[src/rtl/decode_queue_if.sv]
// Fetch-to-issue handshake bundle for the decode queue: instruction entry in,
// decoded head entry out.
interface decode_queue_if;
    logic        in_valid;
    logic        in_ready;
    logic [31:0] in_instr;
    logic [31:0] in_pc;
    logic        out_valid;
    logic        out_ready;
    logic [31:0] out_instr;
    logic [31:0] out_pc;
    logic [17:0] out_ctrl;
    logic        out_invalid;
    logic        out_cp0we;
    logic        out_div_valid;
    logic        out_div_sign;

    modport master (
        output in_valid, in_instr, in_pc, out_ready,
        input  in_ready, out_valid, out_instr, out_pc, out_ctrl,
               out_invalid, out_cp0we, out_div_valid, out_div_sign
    );

    modport slave (
        input  in_valid, in_instr, in_pc, out_ready,
        output in_ready, out_valid, out_instr, out_pc, out_ctrl,
               out_invalid, out_cp0we, out_div_valid, out_div_sign
    );
endinterface

[src/rtl/decode_queue.sv]
// Circular instruction queue between fetch and execute with MIPS head decode
// and a divide interlock that holds HI/LO users while a divide is in flight.
module decode_queue #(
    parameter int DEPTH = 4,
    parameter int CNT_W = 3
) (
    input  logic             clk,
    input  logic             resetn,
    input  logic             flush,
    input  logic             div_done,
    output logic             div_busy,
    output logic [CNT_W-1:0] count,
    decode_queue_if.slave    q
);
    localparam int               PTR_W    = $clog2(DEPTH);
    localparam logic [PTR_W-1:0] PTR_LAST = PTR_W'(DEPTH - 1);
    localparam logic [CNT_W-1:0] DEPTH_C  = CNT_W'(DEPTH);

    localparam logic [3:0] ALU_NOP  = 4'd0;
    localparam logic [3:0] ALU_RTYP = 4'd1;
    localparam logic [3:0] ALU_ADD  = 4'd2;
    localparam logic [3:0] ALU_ADDU = 4'd3;
    localparam logic [3:0] ALU_SLT  = 4'd4;
    localparam logic [3:0] ALU_SLTU = 4'd5;
    localparam logic [3:0] ALU_AND  = 4'd6;
    localparam logic [3:0] ALU_OR   = 4'd7;
    localparam logic [3:0] ALU_XOR  = 4'd8;
    localparam logic [3:0] ALU_LUI  = 4'd9;
    localparam logic [3:0] ALU_SUB  = 4'd10;

    typedef struct packed {
        logic       regwrite;
        logic       regdst;
        logic [1:0] alusrc;
        logic       branch;
        logic       memwrite;
        logic       memtoreg;
        logic       jump;
        logic       jr;
        logic       jal;
        logic       jalr;
        logic       bal;
        logic       hilo_we;
        logic       memen;
        logic [3:0] aluop;
    } ctrl_t;

    typedef enum logic {S_IDLE, S_BUSY} state_t;

    logic [31:0]      r_instr [DEPTH];
    logic [31:0]      r_pc    [DEPTH];
    logic [PTR_W-1:0] r_rd_ptr, r_wr_ptr;
    logic [CNT_W-1:0] r_count;
    state_t           r_state;

    logic        w_push, w_pop, w_nonempty;
    logic [31:0] w_head;
    logic [5:0]  w_op, w_funct;
    logic [4:0]  w_rs, w_rt;
    logic        w_head_div, w_hilo_dep, w_stall;
    ctrl_t       w_ctrl;
    logic        w_inv, w_cp0we;

    assign w_nonempty = (r_count != '0);
    assign w_head     = r_instr[r_rd_ptr];
    assign w_op       = w_head[31:26];
    assign w_rs       = w_head[25:21];
    assign w_rt       = w_head[20:16];
    assign w_funct    = w_head[5:0];

    assign w_head_div = (w_op == 6'h00) && (w_funct[5:1] == 5'b01101);
    assign w_hilo_dep = (w_op == 6'h00) &&
                        ((w_funct[5:2] == 4'b0100) || (w_funct[5:2] == 4'b0110));
    // div_done in the same cycle releases a blocked head immediately
    assign w_stall    = (r_state == S_BUSY) && w_hilo_dep && !div_done;

    assign q.in_ready  = (r_count < DEPTH_C);
    assign q.out_valid = w_nonempty && !w_stall;
    assign w_push      = q.in_valid && q.in_ready && !flush;
    assign w_pop       = q.out_valid && q.out_ready && !flush;

    assign q.out_instr     = w_head;
    assign q.out_pc        = r_pc[r_rd_ptr];
    assign q.out_ctrl      = w_nonempty ? w_ctrl : '0;
    assign q.out_invalid   = w_nonempty && w_inv;
    assign q.out_cp0we     = w_nonempty && w_cp0we;
    assign q.out_div_valid = w_pop && w_head_div;
    assign q.out_div_sign  = w_pop && w_head_div && !w_funct[0];

    assign count    = r_count;
    assign div_busy = (r_state == S_BUSY);

    always_comb begin
        w_ctrl  = '0;
        w_inv   = 1'b0;
        w_cp0we = 1'b0;
        case (w_op)
            6'h00: begin
                case (w_funct)
                    6'h20, 6'h21, 6'h22, 6'h23, 6'h24, 6'h25, 6'h26, 6'h27,
                    6'h2A, 6'h2B, 6'h00, 6'h02, 6'h03, 6'h04, 6'h06, 6'h07,
                    6'h10, 6'h12: begin
                        w_ctrl.regwrite = 1'b1;
                        w_ctrl.regdst   = 1'b1;
                        w_ctrl.aluop    = ALU_RTYP;
                    end
                    6'h11, 6'h13, 6'h18, 6'h19, 6'h1A, 6'h1B: begin
                        w_ctrl.hilo_we = 1'b1;
                        w_ctrl.aluop   = ALU_RTYP;
                    end
                    6'h08: w_ctrl.jr = 1'b1;
                    6'h09: begin
                        w_ctrl.regwrite = 1'b1;
                        w_ctrl.regdst   = 1'b1;
                        w_ctrl.jalr     = 1'b1;
                    end
                    default: w_inv = 1'b1;
                endcase
            end
            6'h01: begin
                case (w_rt)
                    5'b00000, 5'b00001: begin
                        w_ctrl.branch = 1'b1;
                        w_ctrl.aluop  = ALU_SUB;
                    end
                    5'b10000, 5'b10001: begin
                        w_ctrl.regwrite = 1'b1;
                        w_ctrl.branch   = 1'b1;
                        w_ctrl.bal      = 1'b1;
                        w_ctrl.aluop    = ALU_SUB;
                    end
                    default: w_inv = 1'b1;
                endcase
            end
            6'h02: w_ctrl.jump = 1'b1;
            6'h03: begin
                w_ctrl.regwrite = 1'b1;
                w_ctrl.jal      = 1'b1;
            end
            6'h04, 6'h05, 6'h06, 6'h07: begin
                w_ctrl.branch = 1'b1;
                w_ctrl.aluop  = ALU_SUB;
            end
            6'h08, 6'h09, 6'h0A, 6'h0B: begin
                w_ctrl.regwrite = 1'b1;
                w_ctrl.alusrc   = 2'b01;
                case (w_op[1:0])
                    2'b00:   w_ctrl.aluop = ALU_ADD;
                    2'b01:   w_ctrl.aluop = ALU_ADDU;
                    2'b10:   w_ctrl.aluop = ALU_SLT;
                    default: w_ctrl.aluop = ALU_SLTU;
                endcase
            end
            // logical immediates are zero-extended, hence their own alusrc code
            6'h0C, 6'h0D, 6'h0E, 6'h0F: begin
                w_ctrl.regwrite = 1'b1;
                w_ctrl.alusrc   = 2'b10;
                case (w_op[1:0])
                    2'b00:   w_ctrl.aluop = ALU_AND;
                    2'b01:   w_ctrl.aluop = ALU_OR;
                    2'b10:   w_ctrl.aluop = ALU_XOR;
                    default: w_ctrl.aluop = ALU_LUI;
                endcase
            end
            6'h20, 6'h21, 6'h23, 6'h24, 6'h25: begin
                w_ctrl.regwrite = 1'b1;
                w_ctrl.alusrc   = 2'b01;
                w_ctrl.memtoreg = 1'b1;
                w_ctrl.memen    = 1'b1;
                w_ctrl.aluop    = ALU_ADDU;
            end
            6'h28, 6'h29, 6'h2B: begin
                w_ctrl.alusrc   = 2'b01;
                w_ctrl.memwrite = 1'b1;
                w_ctrl.memen    = 1'b1;
                w_ctrl.aluop    = ALU_ADDU;
            end
            6'h10: begin
                if (w_rs == 5'b00000)
                    w_ctrl.regwrite = 1'b1;
                else if (w_rs == 5'b00100)
                    w_cp0we = 1'b1;
                else if (w_head != 32'h4200_0018)
                    w_inv = 1'b1;
            end
            default: w_inv = 1'b1;
        endcase
        if (w_inv)
            w_ctrl.aluop = ALU_NOP;
    end

    always_ff @(posedge clk) begin
        if (w_push) begin
            r_instr[r_wr_ptr] <= q.in_instr;
            r_pc[r_wr_ptr]    <= q.in_pc;
        end
    end

    always_ff @(posedge clk or negedge resetn) begin
        if (!resetn) begin
            r_rd_ptr <= '0;
            r_wr_ptr <= '0;
            r_count  <= '0;
        end else if (flush) begin
            r_rd_ptr <= r_wr_ptr;
            r_count  <= '0;
        end else begin
            if (w_push)
                r_wr_ptr <= (r_wr_ptr == PTR_LAST) ? '0 : r_wr_ptr + 1'b1;
            if (w_pop)
                r_rd_ptr <= (r_rd_ptr == PTR_LAST) ? '0 : r_rd_ptr + 1'b1;
            if (w_push && !w_pop)
                r_count <= r_count + 1'b1;
            else if (!w_push && w_pop)
                r_count <= r_count - 1'b1;
        end
    end

    // A new divide issued as the old one completes keeps the interlock armed
    always_ff @(posedge clk or negedge resetn) begin
        if (!resetn) begin
            r_state <= S_IDLE;
        end else begin
            case (r_state)
                S_IDLE: if (w_pop && w_head_div) r_state <= S_BUSY;
                S_BUSY: begin
                    if (w_pop && w_head_div)
                        r_state <= S_BUSY;
                    else if (div_done)
                        r_state <= S_IDLE;
                end
                default: r_state <= S_IDLE;
            endcase
        end
    end
endmodule
[src/flat_wrapper.sv]
// flat-port wrapper written by rule: the top's interface ports become plain ports
module decode_queue_flat 
#(
    parameter int DEPTH = 4,
    parameter int CNT_W = 3
)
  (clk, resetn, flush, div_done, div_busy, count, q_in_valid, q_in_instr, q_in_pc, q_out_ready, q_in_ready, q_out_valid, q_out_instr, q_out_pc, q_out_ctrl, q_out_invalid, q_out_cp0we, q_out_div_valid, q_out_div_sign);
  decode_queue_if q_i ();
  input  logic clk;
  input  logic resetn;
  input  logic flush;
  input  logic div_done;
  output logic div_busy;
  output logic [CNT_W-1:0] count;
  input wire logic [$bits(q_i.in_valid)-1:0] q_in_valid;
  input wire logic [$bits(q_i.in_instr)-1:0] q_in_instr;
  input wire logic [$bits(q_i.in_pc)-1:0] q_in_pc;
  input wire logic [$bits(q_i.out_ready)-1:0] q_out_ready;
  output wire logic [$bits(q_i.in_ready)-1:0] q_in_ready;
  output wire logic [$bits(q_i.out_valid)-1:0] q_out_valid;
  output wire logic [$bits(q_i.out_instr)-1:0] q_out_instr;
  output wire logic [$bits(q_i.out_pc)-1:0] q_out_pc;
  output wire logic [$bits(q_i.out_ctrl)-1:0] q_out_ctrl;
  output wire logic [$bits(q_i.out_invalid)-1:0] q_out_invalid;
  output wire logic [$bits(q_i.out_cp0we)-1:0] q_out_cp0we;
  output wire logic [$bits(q_i.out_div_valid)-1:0] q_out_div_valid;
  output wire logic [$bits(q_i.out_div_sign)-1:0] q_out_div_sign;
  assign q_i.in_valid = q_in_valid;
  assign q_i.in_instr = q_in_instr;
  assign q_i.in_pc = q_in_pc;
  assign q_i.out_ready = q_out_ready;
  assign q_in_ready = q_i.in_ready;
  assign q_out_valid = q_i.out_valid;
  assign q_out_instr = q_i.out_instr;
  assign q_out_pc = q_i.out_pc;
  assign q_out_ctrl = q_i.out_ctrl;
  assign q_out_invalid = q_i.out_invalid;
  assign q_out_cp0we = q_i.out_cp0we;
  assign q_out_div_valid = q_i.out_div_valid;
  assign q_out_div_sign = q_i.out_div_sign;
  decode_queue #(.DEPTH(DEPTH), .CNT_W(CNT_W)) u_core (.clk(clk), .resetn(resetn), .flush(flush), .div_done(div_done), .div_busy(div_busy), .count(count), .q(q_i));
endmodule
[config.mk]
export PLATFORM = sky130hd
export DESIGN_NAME = decode_queue_flat
export DESIGN_NICKNAME = d
export VERILOG_FILES = /design/src/rtl/decode_queue_if.sv /design/src/rtl/decode_queue.sv /design/src/flat_wrapper.sv
export SDC_FILE = /design/constraint.sdc
export NUM_CORES = 1
export LEC_CHECK = 0
export ABC_AREA = 1
export BUFFER_PORTS_ARGS = -buffer_cell sky130_fd_sc_hd__clkbuf_2
export CORE_MARGIN = 8
export CORE_UTILIZATION = 50
export DETAILED_ROUTE_END_ITERATION = 16
export GPL_TIMING_DRIVEN = 0
export PLACE_DENSITY = 0.76
export SKIP_LAST_GASP = 1
export SYNTH_ARGS = -nofsm -noshare
export SYNTH_HDL_FRONTEND = slang
export SYNTH_SLANG_ARGS = --single-unit
export TNS_END_PERCENT = 20
[constraint.sdc]
create_clock -name clk -period 9.56 [get_ports clk]
set_input_delay 0.956 -clock clk [delete_from_list [all_inputs] [get_ports clk]]
set_output_delay 0.956 -clock clk [all_outputs]
set_load 0.01 [all_outputs]
==> reports/qor.csv <==
stage,metric,value,unit
outcome,status,completed,
clocking,clk_path_buf_depth,3,
power_and_ir_drop,p_leak,5.16,nW
placed_design,dp_hpwl,17.8,mm
yosys,syn_area,0.0109,sq mm
yosys,synthFlopType,edfxtp_1,
grt,grt_pass1_wl,40.2,mm
layout,final_cell_mix,"edfxtp_1 (256), nand2_1 (186), clkbuf_2 (161), nor2_1 (95), o21ai_0 (71)",
critical_path,path_buf_inv,4,
sta,tightestPinTransition,0.913,ns
power_and_ir_drop,switching_share,0.384,
sta,slew_violations,0,
critical_path,crit_path_end_kind,output port,
yosys,ys_ff_latch,264,
drt,drcViolationCount,0,
floorplan,coreArea,0.0216,sq mm
clocking,cts_hold_buf,0,
clocking,cts_resized,0,
sta,max_freq,0.260,GHz
critical_path,cp_common_cell,nand2_1,
floorplan,num_rows,54,
layout,fin_util,0.606,
drt,drtIter0Drc,604,
drt,wl,25.8,mm
drt,first_pass_iters,5,
floorplan,die_x,164,um
power_and_ir_drop,power_density,306,mW/mm^2
clocking,clk_latency,0.52,ns
grt,grt_pass1_vias,7526,
floorplan,io_pins,162,
critical_path,path_cells,"inv_2, buf_4, buf_4, o211ai_1, nand2_1, nand4_1, nor3b_1, nand2_1, nand2_1, nand3_1, nor2_1, nor2_1, clkbuf_2",
min_path,min_path_type,in2async,
yosys,synthCells,912,
yosys,ys_seq_area_frac,0.722,
layout,fin_cells,1408,
critical_path,crit_required,8.60,ns
layout,regArea,0.00789,sq mm
yosys,syn_nets,988,
critical_path,path_delay_family,simple AND/OR/NAND/NOR gates,
yosys,synth-edff-count,256,
clocking,cts-root-buf,clkbuf_16,
sta,period_share,0.402,
power_and_ir_drop,p_int,2.47,mW
layout,layout-drive-gt1-share,0.237,
critical_path,reg2reg_slack,7.08,ns
sta,clock_skew,0.0157,ns
placed_design,io_buffers,161,
power_and_ir_drop,p_total,4.00,mW
drt,post_drt_via_cell_ratio,5.36,
power_and_ir_drop,irDropWorstVdd,0.000241,V
critical_path,slowest_delay,0.45,ns
layout,fin_nets,1186,
sta,rsz0062_at_grt,false,
drt,vias,7551,
critical_path,crit_type,reg2out,
layout,mostFrequentLayoutCell,edfxtp_1,
drt,wire_per_inst,18.3,um
power_and_ir_drop,p_comb_frac,0.399,
sta,hold_violations,0,
critical_path,critPathLaunchType,flip-flop,
critical_path,path_max_fanout,10,
yosys,synthArstFlopShare,0.0303,
grt,antenna_found_initial,4,
placed_design,place.gp.congestion,0.974,
clocking,post_cts_buffers,0,
sta,max_slew_margin,0.387,
clocking,cts_tree,built,
grt,grt_max_degree,30,
job,maxCapViolations,0,
yosys,yosysWarnings,0,
power_and_ir_drop,clock_power_share,0.245,
layout,antenna_cells,0,
layout,multiInputGateArea,0.00253,sq mm
grt,grtUsageTotal,0.191,
power_and_ir_drop,power_switching,1.54,mW
yosys,avgSynthCellArea,12.0,sq um
layout,num-fill-cells,1688,
drt,route.antenna.remaining_nets,0,
sta,setup_tns,0,ns
clocking,numClockSinks,264,
floorplan,start_util,0.505,
clocking,cts_buffers,27,
yosys,synth_cell_types,36,
grt,grt_overflow,0,
critical_path,slowest_stage,dfrtp_1,
floorplan,dieArea,0.0268,sq mm
placed_design,dp_cells,1361,
power_and_ir_drop,pwr-share-seq,0.356,
layout,area_growth,20.0,%
clocking,clkTransAtPathRegs,0.06,ns
sta,setup-violations-final,0,
clocking,h-tree-depth,1,
floorplan,die_y,164,um
critical_path,cp.arrival,2.89,ns
sta,finalCriticalPeriod,3.85,ns
==> worst register-to-register path: stages, from the launching register on <==
cell	delay [ns]
dfrtp_1	0.46
buf_6	0.19
buf_6	0.16
a21oi_1	0.09
o21ai_1	0.10
nand2_1	0.17
nand2_1	0.12
inv_2	0.05
nand3_2	0.08
nand3_4	0.09
nand2_4	0.10
inv_1	0.06
fa_1	0.37
inv_1	0.06
nand3_1	0.07
nand2_1	0.07
inv_1	0.04
nand2_1	0.05
nand2_1	0.04
==> worst paths after layout <==
kind / start / to / cells after the start
setup / recovery: u_core.r_rd_ptr[1] / q_out_invalid / 13
hold / removal: resetn / u_core.count[0] / 1
setup reg to reg: u_core.r_rd_ptr[0] / u_core.count[2] / 18
hold reg to reg: u_core.count[2] / u_core.count[2] / 2
max in group asynchronous: resetn / u_core.count[2] / 1
min in group clk: u_core.count[2] / u_core.count[2] / 2
==> registers in the layout, summed over array words and instances, names as in the netlist <==
name and flops:
u_core.r_instr 128, u_core.count 3, u_core.r_rd_ptr 2, u_core.div_busy 1
u_core.r_pc 128, u_core.r_wr_ptr 2
==> cells by family (layout without fill, tap and decap cells) <==
kind of cell / Yosys count / in the layout / synth area share
compound gates: 130 / 130 / 0.0651
flops: 264 / 264 / 0.722
buf+inv: 117 / 333 / 0.0492
fa+ha+maj: 6 / 6 / 0.00756
simple gates: 395 / 395 / 0.156
==> synthesized netlist by cell type (9+ instances only) <==
cell type | instances | area (sq um)
o21ai_0 | 71 | 355
o22ai_1 | 32 | 200
clkbuf_1 | 16 | 60.1
inv_1 | 67 | 251
edfxtp_1 | 256 | 7690
nand4_1 | 9 | 56.3
nand2_2 | 13 | 81.3
buf_6 | 9 | 101
nand3_1 | 70 | 350
nor2_1 | 99 | 372
buf_2 | 12 | 60.1
a21oi_1 | 13 | 65.1
nand2_1 | 186 | 698
==> per-layer routing <==
metal  track usage  up-vias  share of wire
li1              -     3593              -
met1         0.245     3565           0.40
met2         0.312      335           0.47
met3        0.0546       50           0.11
met4        0.0574        8          0.019
met5             0        -         0.0019
==> power by group through the flow <==
stage | logic [mW] | registers [mW] | clock network [mW]
global route | 1.78 | 1.43 | 1.04
global placement | 1.54 | 1.46 | 0
finish | 1.60 | 1.42 | 0.982
floorplan | 0.974 | 1.45 | 0
detailed placement | 1.60 | 1.45 | 0
CTS | 1.61 | 1.42 | 0.996
==> final cells by class <==
type,count,area share
timing repair buffer,169,0.0743
sequential,264,0.602
buffer,42,0.0195
clock inverter,17,0.0106
tap,280,0.0267
multi-input combinational,531,0.193
inverter,75,0.0215
clock buffer,30,0.0524
==> per-stage QoR <==
stage                     hold slack, ns  setup slack, ns  area [sq um]
after floorplan                    0.548             5.14         10900
after global placement             0.518             2.76         12100
after detailed placement           0.533             6.26         12300
final                              0.282             5.71         13100
after CTS                          0.277             5.70         13100
after global routing               0.285             5.53         13100
Power figures use the tool's default switching activity.
